[src/rtl/cdb_arb_pkg.sv]
// Shared CDB/ROB packet types and FU-count defaults used by the CDB arbiter slice.
// Also carries the sys_defs macros (NUM_FU_*, CDB_SZ) so the parameter defaults resolve.
`ifndef NUM_FU_ALU
`define NUM_FU_ALU 2
`endif
`ifndef NUM_FU_MULT
`define NUM_FU_MULT 1
`endif
`ifndef NUM_FU_LOAD
`define NUM_FU_LOAD 1
`endif
`ifndef CDB_SZ
`define CDB_SZ 2
`endif

package cdb_arb_pkg;
  localparam int PRN_W = 6;
  localparam int ROB_W = 5;

  typedef struct packed {
    logic [PRN_W-1:0] dest_prn;
    logic [31:0]      value;
  } CDB_PACKET;

  typedef struct packed {
    logic [ROB_W-1:0] robn;
    logic             executed;
    logic             branch_taken;
    logic [31:0]      target_addr;
  } FU_ROB_PACKET;

  typedef logic [$clog2(`NUM_FU_ALU + `NUM_FU_MULT + `NUM_FU_LOAD)-1:0] CDB_ARB_SRC_IDX;
endpackage

[src/rtl/cdb_arb_src_fifo.sv]
// Per-source result FIFO (cdb_src_fifo): ready means not full at cycle start, no bypass.
module cdb_src_fifo
  import cdb_arb_pkg::*;
#(
  parameter int DEPTH = 2
) (
  input  logic         clock,
  input  logic         reset,
  input  logic         flush,
  input  logic         push,
  input  CDB_PACKET    push_cdb,
  input  FU_ROB_PACKET push_rob,
  input  logic         pop,
  output logic         ready,
  output logic         not_empty,
  output CDB_PACKET    head_cdb,
  output FU_ROB_PACKET head_rob
);
  localparam int PTR_W = (DEPTH > 1) ? $clog2(DEPTH) : 1;
  localparam int CNT_W = $clog2(DEPTH + 1);

  CDB_PACKET    cdb_mem [DEPTH];
  FU_ROB_PACKET rob_mem [DEPTH];
  logic [PTR_W-1:0] rd_ptr, wr_ptr;
  logic [CNT_W-1:0] count;
  logic do_push, do_pop;

  function automatic logic [PTR_W-1:0] ptr_inc(input logic [PTR_W-1:0] p);
    return (p == PTR_W'(DEPTH - 1)) ? '0 : p + 1'b1;
  endfunction

  assign ready     = (count < CNT_W'(DEPTH));
  assign not_empty = (count != '0);
  assign do_push   = push && ready;
  assign do_pop    = pop && not_empty;
  assign head_cdb  = cdb_mem[rd_ptr];
  assign head_rob  = rob_mem[rd_ptr];

  always_ff @(posedge clock) begin
    if (do_push) begin
      cdb_mem[wr_ptr] <= push_cdb;
      rob_mem[wr_ptr] <= push_rob;
    end
  end

  always_ff @(posedge clock) begin
    if (reset || flush) begin
      rd_ptr <= '0;
      wr_ptr <= '0;
      count  <= '0;
    end else begin
      if (do_push) wr_ptr <= ptr_inc(wr_ptr);
      if (do_pop)  rd_ptr <= ptr_inc(rd_ptr);
      case ({do_push, do_pop})
        2'b10:   count <= count + 1'b1;
        2'b01:   count <= count - 1'b1;
        default: count <= count;
      endcase
    end
  end
endmodule

[src/rtl/cdb_arb.sv]
// CDB arbiter: per-source FIFOs, up to NUM_CH grants per cycle, registered broadcast.
// Define CDB_ARB_RR_EN for rotating priority; default is fixed lowest-index-first.
module cdb_arb
  import cdb_arb_pkg::*;
#(
  parameter int NUM_SRC = `NUM_FU_ALU + `NUM_FU_MULT + `NUM_FU_LOAD,
  parameter int NUM_CH  = `CDB_SZ,
  parameter int DEPTH   = 2
) (
  input  logic               clock,
  input  logic               reset,
  input  logic               squash,
  input  logic [NUM_SRC-1:0] src_valid,
  input  CDB_PACKET          src_cdb       [NUM_SRC],
  input  FU_ROB_PACKET       src_rob       [NUM_SRC],
  output logic [NUM_SRC-1:0] src_ready,
  output logic [NUM_CH-1:0]  cdb_valid,
  output CDB_PACKET          cdb_output    [NUM_CH],
  output FU_ROB_PACKET       fu_rob_packet [NUM_CH]
);
  logic [NUM_SRC-1:0] head_valid, grant;
  CDB_PACKET          head_cdb [NUM_SRC];
  FU_ROB_PACKET       head_rob [NUM_SRC];
  logic [NUM_CH-1:0]  nxt_valid;
  CDB_PACKET          nxt_cdb [NUM_CH];
  FU_ROB_PACKET       nxt_rob [NUM_CH];

  for (genvar i = 0; i < NUM_SRC; i++) begin : g_src
    cdb_src_fifo #(.DEPTH(DEPTH)) u_fifo (
      .clock     (clock),
      .reset     (reset),
      .flush     (squash),
      .push      (src_valid[i]),
      .push_cdb  (src_cdb[i]),
      .push_rob  (src_rob[i]),
      .pop       (grant[i]),
      .ready     (src_ready[i]),
      .not_empty (head_valid[i]),
      .head_cdb  (head_cdb[i]),
      .head_rob  (head_rob[i])
    );
  end

`ifdef CDB_ARB_RR_EN
  localparam int IDX_W = (NUM_SRC > 1) ? $clog2(NUM_SRC) : 1;
  logic [IDX_W-1:0] prio_ptr, ptr_nxt;

  // Pointer holds through squash since that cycle's grants never take effect.
  always_ff @(posedge clock) begin
    if (reset)        prio_ptr <= '0;
    else if (!squash) prio_ptr <= ptr_nxt;
  end
`endif

  always_comb begin
    int unsigned n, idx, start;
    grant     = '0;
    nxt_valid = '0;
    for (int unsigned c = 0; c < NUM_CH; c++) begin
      nxt_cdb[c] = '0;
      nxt_rob[c] = '0;
    end
    n = 0;
`ifdef CDB_ARB_RR_EN
    start   = 32'(prio_ptr);
    ptr_nxt = prio_ptr;
`else
    start = 0;
`endif
    for (int unsigned k = 0; k < NUM_SRC; k++) begin
      idx = start + k;
      if (idx >= NUM_SRC) idx = idx - NUM_SRC;
      if (head_valid[idx] && (n < NUM_CH)) begin
        grant[idx]            = 1'b1;
        nxt_valid[n]          = 1'b1;
        nxt_cdb[n]            = head_cdb[idx];
        nxt_rob[n]            = head_rob[idx];
        nxt_rob[n].executed   = 1'b1;
`ifdef CDB_ARB_RR_EN
        ptr_nxt = (idx + 1 == NUM_SRC) ? '0 : IDX_W'(idx + 1);
`endif
        n = n + 1;
      end
    end
  end

  always_ff @(posedge clock) begin
    if (reset || squash) begin
      cdb_valid <= '0;
      for (int unsigned c = 0; c < NUM_CH; c++) begin
        cdb_output[c]    <= '0;
        fu_rob_packet[c] <= '0;
      end
    end else begin
      cdb_valid     <= nxt_valid;
      cdb_output    <= nxt_cdb;
      fu_rob_packet <= nxt_rob;
    end
  end
endmodule

[config.mk]
export PLATFORM = sky130hd
export DESIGN_NAME = cdb_arb
export DESIGN_NICKNAME = d
export VERILOG_FILES = /design/src/rtl/cdb_arb_pkg.sv /design/src/rtl/cdb_arb_src_fifo.sv /design/src/rtl/cdb_arb.sv
export SDC_FILE = /design/constraint.sdc
export NUM_CORES = 1
export LEC_CHECK = 0
export CORE_MARGIN = 5
export CORE_UTILIZATION = 40
export CTS_BUF_LIST = sky130_fd_sc_hd__clkbuf_8
export DETAILED_ROUTE_END_ITERATION = 12
export GPL_TIMING_DRIVEN = 0
export SYNTH_ARGS = -nofsm -noshare
export SYNTH_HDL_FRONTEND = slang
export SYNTH_SLANG_ARGS = --single-unit
[constraint.sdc]
create_clock -name clock -period 8.7 [get_ports clock]
set_clock_uncertainty 0.15 [all_clocks]
set_input_delay 2.61 -clock clock [delete_from_list [all_inputs] [get_ports clock]]
set_output_delay 2.61 -clock clock [all_outputs]
set_load 0.05 [all_outputs]
==> run metrics, run 1 <==
status finished clean; Post-synth EDFFs a little over 600; CTS max path bufs 3; CP Cell Sequence buf_2 > nor2_1 > buf_2 > clkbuf_1 > clkbuf_1 > inv_1 > ha_1 > o21bai_2 > nand2b_1 > clkbuf_1 > nand3_1 > buf_2 > buf_1 > a21oi_1; crit start category register; RSZ-0062 raised after global routing no; Net Count, Synth roughly 2300; CTS resizes 0; WP data required between 9 and 10 ns; Post-CTS Hold Fix Bufs 0; TNS Setup 0 ns; Final Power about 9 mW; gr ovfl total 0; Peak supply drop roughly 0.12 mV; CTS buffer count 134; register area share after synthesis about 71%; Syn Inst Count approximately 2000; vias in the first global route 21500; pwr dens roughly 230 nW/um2; Placer Congestion 0.845; top_reg_cell synth edfxtp_1; Synth cell types 49; Die ar. 81900 um2; root buffer selected by CTS clkbuf_8; crit path capture type register; ys async rst share 0%; Post-Route WL roughly 110000 um; # DRC 0; nets a little under 3000; CP top delay family buffers and inverters; FMAX approximately 180 MHz; H-Tree Depth 4; YS warnings 0; Inst Count DP 3435; Starting DRT DRC Count 2147; global-route wire length before repair 148000 um; Setup WS pre-CTS slightly above 3 ns; Clk pin slew, worst setup/hold paths 0.06 ns; Layout Cells excl Fill 3703; die height between 200 and 300 um; Final Hold Viols 0; Seq cells post-synth ~780; largest net degree at the start of global routing 47; max-slew violations 0; antenna viol nets, final 0; IO Pins about 480; crit-path max FO 10; WL/cell roughly 28 um; crit share post-route 63.3%; crit path buf inv count 8; Initial Util between 40% and 50%; Num Clock Sinks 784; port bufs between 400 and 500; Core Region 75800 um2; Tmin final 5.51 ns; headroom to the max-slew limit around a quarter; fin worst setup slack 3.19 ns; CP peak stage delay 0.75 ns; via count between 20000 and 25000; routed vias/inst around 5.7; All-Layer GR Usage between 20% and 30%; DR pass1 iterations 7; post-DP HPWL ~76000 um; LEAKAGE 13.8 nW; # fillers 6341; Max Cap Viol 0; row count 101; Post-CTS Setup Inserts 0; CTS tree yes; worst skew pair latency between 0.7 and 0.8 ns; worst slew pin tran 1.12 ns; Area Overhead vs Synth 29.7%; # setup viols final 0; Die Wd approximately 290 um; crit path DAT between 5 and 6 ns; Syn Std Cell Area ~31000 um2; slowest CP cell clkbuf_1; share of cells above drive strength 1 15.9%; syn_area_per_cell between 15 and 20 um2; Crit Path Class register to register; type of the most critical hold path register to register; initial antenna violation count 28
[metal layers]
layer | track usage (%) | share of wire (%)
met1 | 32.5 | 40
met2 | 40.8 | 49
met3 | 5.78 | 8.1
met4 | 9.28 | 2.8
met5 | 0 | 0.040
[where the power goes]
group | total, mW | internal [mW] | switching (mW)
Clock | 3.28 | 1.79 | 1.49
Sequential | 4.33 | 4.27 | 0.0640
Combinational | 1.65 | 0.557 | 1.09
Total | 9.26 | 6.61 | 2.64
[flip-flops by register name (all words and copies together) (netlist names), named ones only]
signal / cells
g_src.u_fifo.cdb_mem: 304
g_src.u_fifo.rob_mem: 304
fu_rob_packet: 78
cdb_output: 76
g_src.u_fifo.count: 8
g_src.u_fifo.rd_ptr: 4
g_src.u_fifo.wr_ptr: 4
cdb_valid: 2
[stage by stage]
step,instance area (um2),hold slack [ns],utilization (%)
2_1_floorplan,30500,0.331,-
3_3_place_gp,36500,0.352,48.1
3_5_place_dp,36900,0.360,48.6
4_1_cts,39500,0.380,52.2
5_1_grt,39600,0.400,52.2
6_report,39600,0.378,52.2
[area by class of cell]
| type | count | area (um2) | area share (%) |
|---|---|---|---|
| clock inverter | 94 | 559 | 1.41 |
| timing repair buffer | 486 | 5080 | 12.8 |
| clock buffer | 153 | 2110 | 5.32 |
| antenna | 21 | 52.6 | 0.133 |
| sequential | 784 | 21800 | 55.0 |
| inverter | 9 | 33.8 | 0.0853 |
| buffer | 176 | 782 | 1.97 |
| multi-input combinational | 1002 | 7980 | 20.2 |
| tap | 978 | 1220 | 3.09 |
[tightest hold or removal path, stage by stage (launching register included)]
cell and delay [ns]:
dfxtp_1 0.32, xnor2_1 0.09, nor2_1 0.08
[layout by cell type, fill, tap and decap left out, types with 76 or more instances in the layout]
master,Yosys,layout
edfxtp_1,608,608
clkdlybuf4s50_1,0,470
clkbuf_8,0,153
nor3_1,76,76
clkbuf_1,101,101
o21ai_0,81,81
o22ai_1,152,152
mux2i_1,184,184
mux2_2,76,76
dfxtp_1,176,176
[path summary, 6_finish.rpt]
kind	startpoint	endpoint	slack (ns)	depth (start not counted)
setup / recovery	g_src[0].u_fifo.count[0]	cdb_output[62]	3.19	14
hold / removal	g_src[1].u_fifo.rd_ptr	g_src[1].u_fifo.rd_ptr	0.38	2
setup reg to reg	g_src[0].u_fifo.count[0]	cdb_output[62]	3.19	14
hold reg to reg	g_src[1].u_fifo.rd_ptr	g_src[1].u_fifo.rd_ptr	0.38	2
[cells by family (layout without fill, tap and decap cells)]
logic type | count (synthesis) | in the layout | share of synthesized area, %
other | 0 | 21 | 0
xor gates and xnor gates | 16 | 16 | 0.459
buffers and inverters | 185 | 918 | 2.67
adders and majority gates | 5 | 5 | 0.205
muxes | 260 | 260 | 8.84
DFF | 784 | 784 | 71.4
AOI/OAI and AO/OA | 522 | 522 | 13.1
and+or+nand+nor | 199 | 199 | 3.39
[synth_stat cells (30+ instances only)]
cell type,count,area [um2]
o211a_1,44,440
buf_2,46,230
a21oi_1,38,190
o21ai_0,81,405
edfxtp_1,608,18300
a41o_1,32,320
a21bo_2,44,440
mux2i_1,184,1840
o221a_2,30,338
mux2_2,76,856
dfxtp_1,176,3520
nor3_1,76,380
a211oi_1,44,330
nand2_1,38,143
a221oi_1,34,298
nor2b_1,44,275
clkbuf_1,101,379
o22ai_1,152,951
Note: power is estimated with default switching activity, not from simulation.
==> inputs of run 2 (changes only) <==
==> constraint.sdc (replaced) <==
create_clock -name clock -period 5.14 [get_ports clock]
set_clock_uncertainty 0.15 [all_clocks]
set_input_delay 1.542 -clock clock [delete_from_list [all_inputs] [get_ports clock]]
set_output_delay 1.542 -clock clock [all_outputs]
set_load 0.05 [all_outputs]
==> run metrics, run 2 (synthesis gave the netlist of run 1 again) <==
CTS tree yes; Final Hold Viols 0; CTS buffer count between 100 and 150; nets just under 3000; CP Cell Sequence buf_2 > nor2_1 > buf_2 > clkbuf_1 > inv_1 > ha_1 > o21bai_2 > o31ai_4 > nand3_1 > clkbuf_1 > a221oi_1; finished layout cell area a little under 40000 um2; CP peak stage delay 0.65 ns; LEAKAGE approximately 14 nW; Final Power about 16 mW; WL/cell 28.2 um; Inst Count DP 3435; Tmin final just under 5 ns; crit share post-route around 95%; row count 101; post-DP HPWL between 70000 and 80000 um; type of the most critical hold path register to register; crit path capture type register; Post-CTS Setup Inserts 0; antenna viol nets, final 0; CTS max path bufs 3; All-Layer GR Usage approximately a quarter; Max Cap Viol 0; CP top delay family buffers and inverters; Core Region 75800 um2; slowest CP cell o31ai_4; H-Tree Depth 4; FMAX just over 200 MHz; Die ar. approximately 82000 um2; gr ovfl total 0; Layout Cells excl Fill approximately 3700; RSZ-0062 raised after global routing no; crit start category register; Initial Util between 40% and 50%; # DRC 0; # setup viols final 0; worst skew pair latency 0.79 ns; status finished clean; port bufs 470; max-slew violations 0; WP data required 5.61 ns; fin worst setup slack 0.278 ns; Die Wd about 290 um; DR pass1 iterations 7; biggest regs g_src.u_fifo.cdb_mem (304), g_src.u_fifo.rob_mem (304), fu_rob_packet (78); largest net degree at the start of global routing between 40 and 50; Peak supply drop 0.284 mV; worst slew pin tran 1.23 ns; via count 21000; crit-path max FO 19; die height ~290 um; Num Clock Sinks 784; share of cells above drive strength 1 between 10% and 20%; Clk pin slew, worst setup/hold paths 0.06 ns; Post-CTS Hold Fix Bufs 0; Placed Instance Area around 37000 um2; Post-Route WL 104000 um; TNS Setup 0 ns; crit path DAT 5.33 ns; Placer Congestion 0.863; most frequent cells in the layout edfxtp_1 (608), clkdlybuf4s50_1 (470), mux2i_1 (184), dfxtp_1 (176), clkbuf_8 (166); Area Overhead vs Synth 30.1%; most common cell after layout, fill and taps aside edfxtp_1; initial antenna violation count 22; Starting DRT DRC Count about 2100; crit path buf inv count 5; Core Util, Final 52.4%; Final Hold Slack 0.372 ns; Setup WS pre-CTS -0.423 ns; IO Pins ~480; pwr dens ~400 nW/um2; headroom to the max-slew limit 17.7%; global-route wire length before repair about 150000 um; Crit Path Class register to register; vias in the first global route approximately 21000; routed vias/inst ~5.7; root buffer selected by CTS clkbuf_8
==> run 2: changes by cell type in the layout (fill, tap and decap cells not counted), sizes merged <==
cell and delta:
bufinv -1, clkbuf +12, clkinv -6, clkinvlp +2, diode -2, inv -4
==> run 2: layer usage <==
| layer | part of all wire (%) | vias up | GRT usage [%] |
|---|---|---|---|
| met5 | 0.021 | - | 0 |
| met1 | 42 | 10600 | 33.4 |
| met3 | 7.0 | 196 | 5.29 |
| met4 | 2.8 | 4 | 8.61 |
| li1 | - | 9137 | - |
| met2 | 48 | 1015 | 40.0 |
==> run 2: final timing paths <==
path	from	end	slack, ns	depth (start not counted)
setup reg to reg	g_src[0].u_fifo.count[0]	fu_rob_packet[75]	0.28	11
setup / recovery	g_src[0].u_fifo.count[0]	fu_rob_packet[75]	0.28	11
hold / removal	g_src[2].u_fifo.rd_ptr	g_src[2].u_fifo.rd_ptr	0.37	2
hold reg to reg	g_src[2].u_fifo.rd_ptr	g_src[2].u_fifo.rd_ptr	0.37	2
==> run 2: power breakdown <==
group	internal, mW	leakage, nW	switching (mW)	total [mW]
sequential	7.23	7.13	0.107	7.33
clock	3.18	1.61	2.57	5.74
combinational	0.941	5.06	1.83	2.77
==> run 2: final cells by class <==
class                           instances  area [um2]
Antenna cell                           19        47.5
Buffer                                175         778
Clock buffer                          166        2280
Clock inverter                         85         502
Fill cell                            6294       36100
Inverter                                9        33.8
Multi-Input combinational cell       1002        7980
Sequential cell                       784       21800
Tap cell                              978        1220
Timing Repair Buffer                  486        5070
==> run 2: what timing repair did <==
action / 4_1_cts / 5_1_grt
resized for setup: 0 / 0
endpoints found under the hold margin: 0 / 0
endpoints found under the setup margin: 72 / 0
==> run 2: worst reg2reg max path: cells and delay by family (launching register included) <==
kind                       cells  cell delay [ns]
AOI/OAI and AO/OA              3             1.57
adders and majority gates      1             0.26
buffers and inverters          5             1.88
DFF                            1             0.29
and+or+nand+nor                2             0.55
==> inputs of run 3 (changes only) <==
--- a/config.mk
+++ b/config.mk
@@ -8,6 +8,7 @@
 export CORE_MARGIN = 5
 export CORE_UTILIZATION = 40
 export CTS_BUF_LIST = sky130_fd_sc_hd__clkbuf_8
+export CTS_CLUSTER_DIAMETER = 100
 export DETAILED_ROUTE_END_ITERATION = 12
 export GPL_TIMING_DRIVEN = 0
 export SYNTH_ARGS = -nofsm -noshare
==> results of run 3 <==
The final DEF is identical to that of run 2; final timing and power are the same.
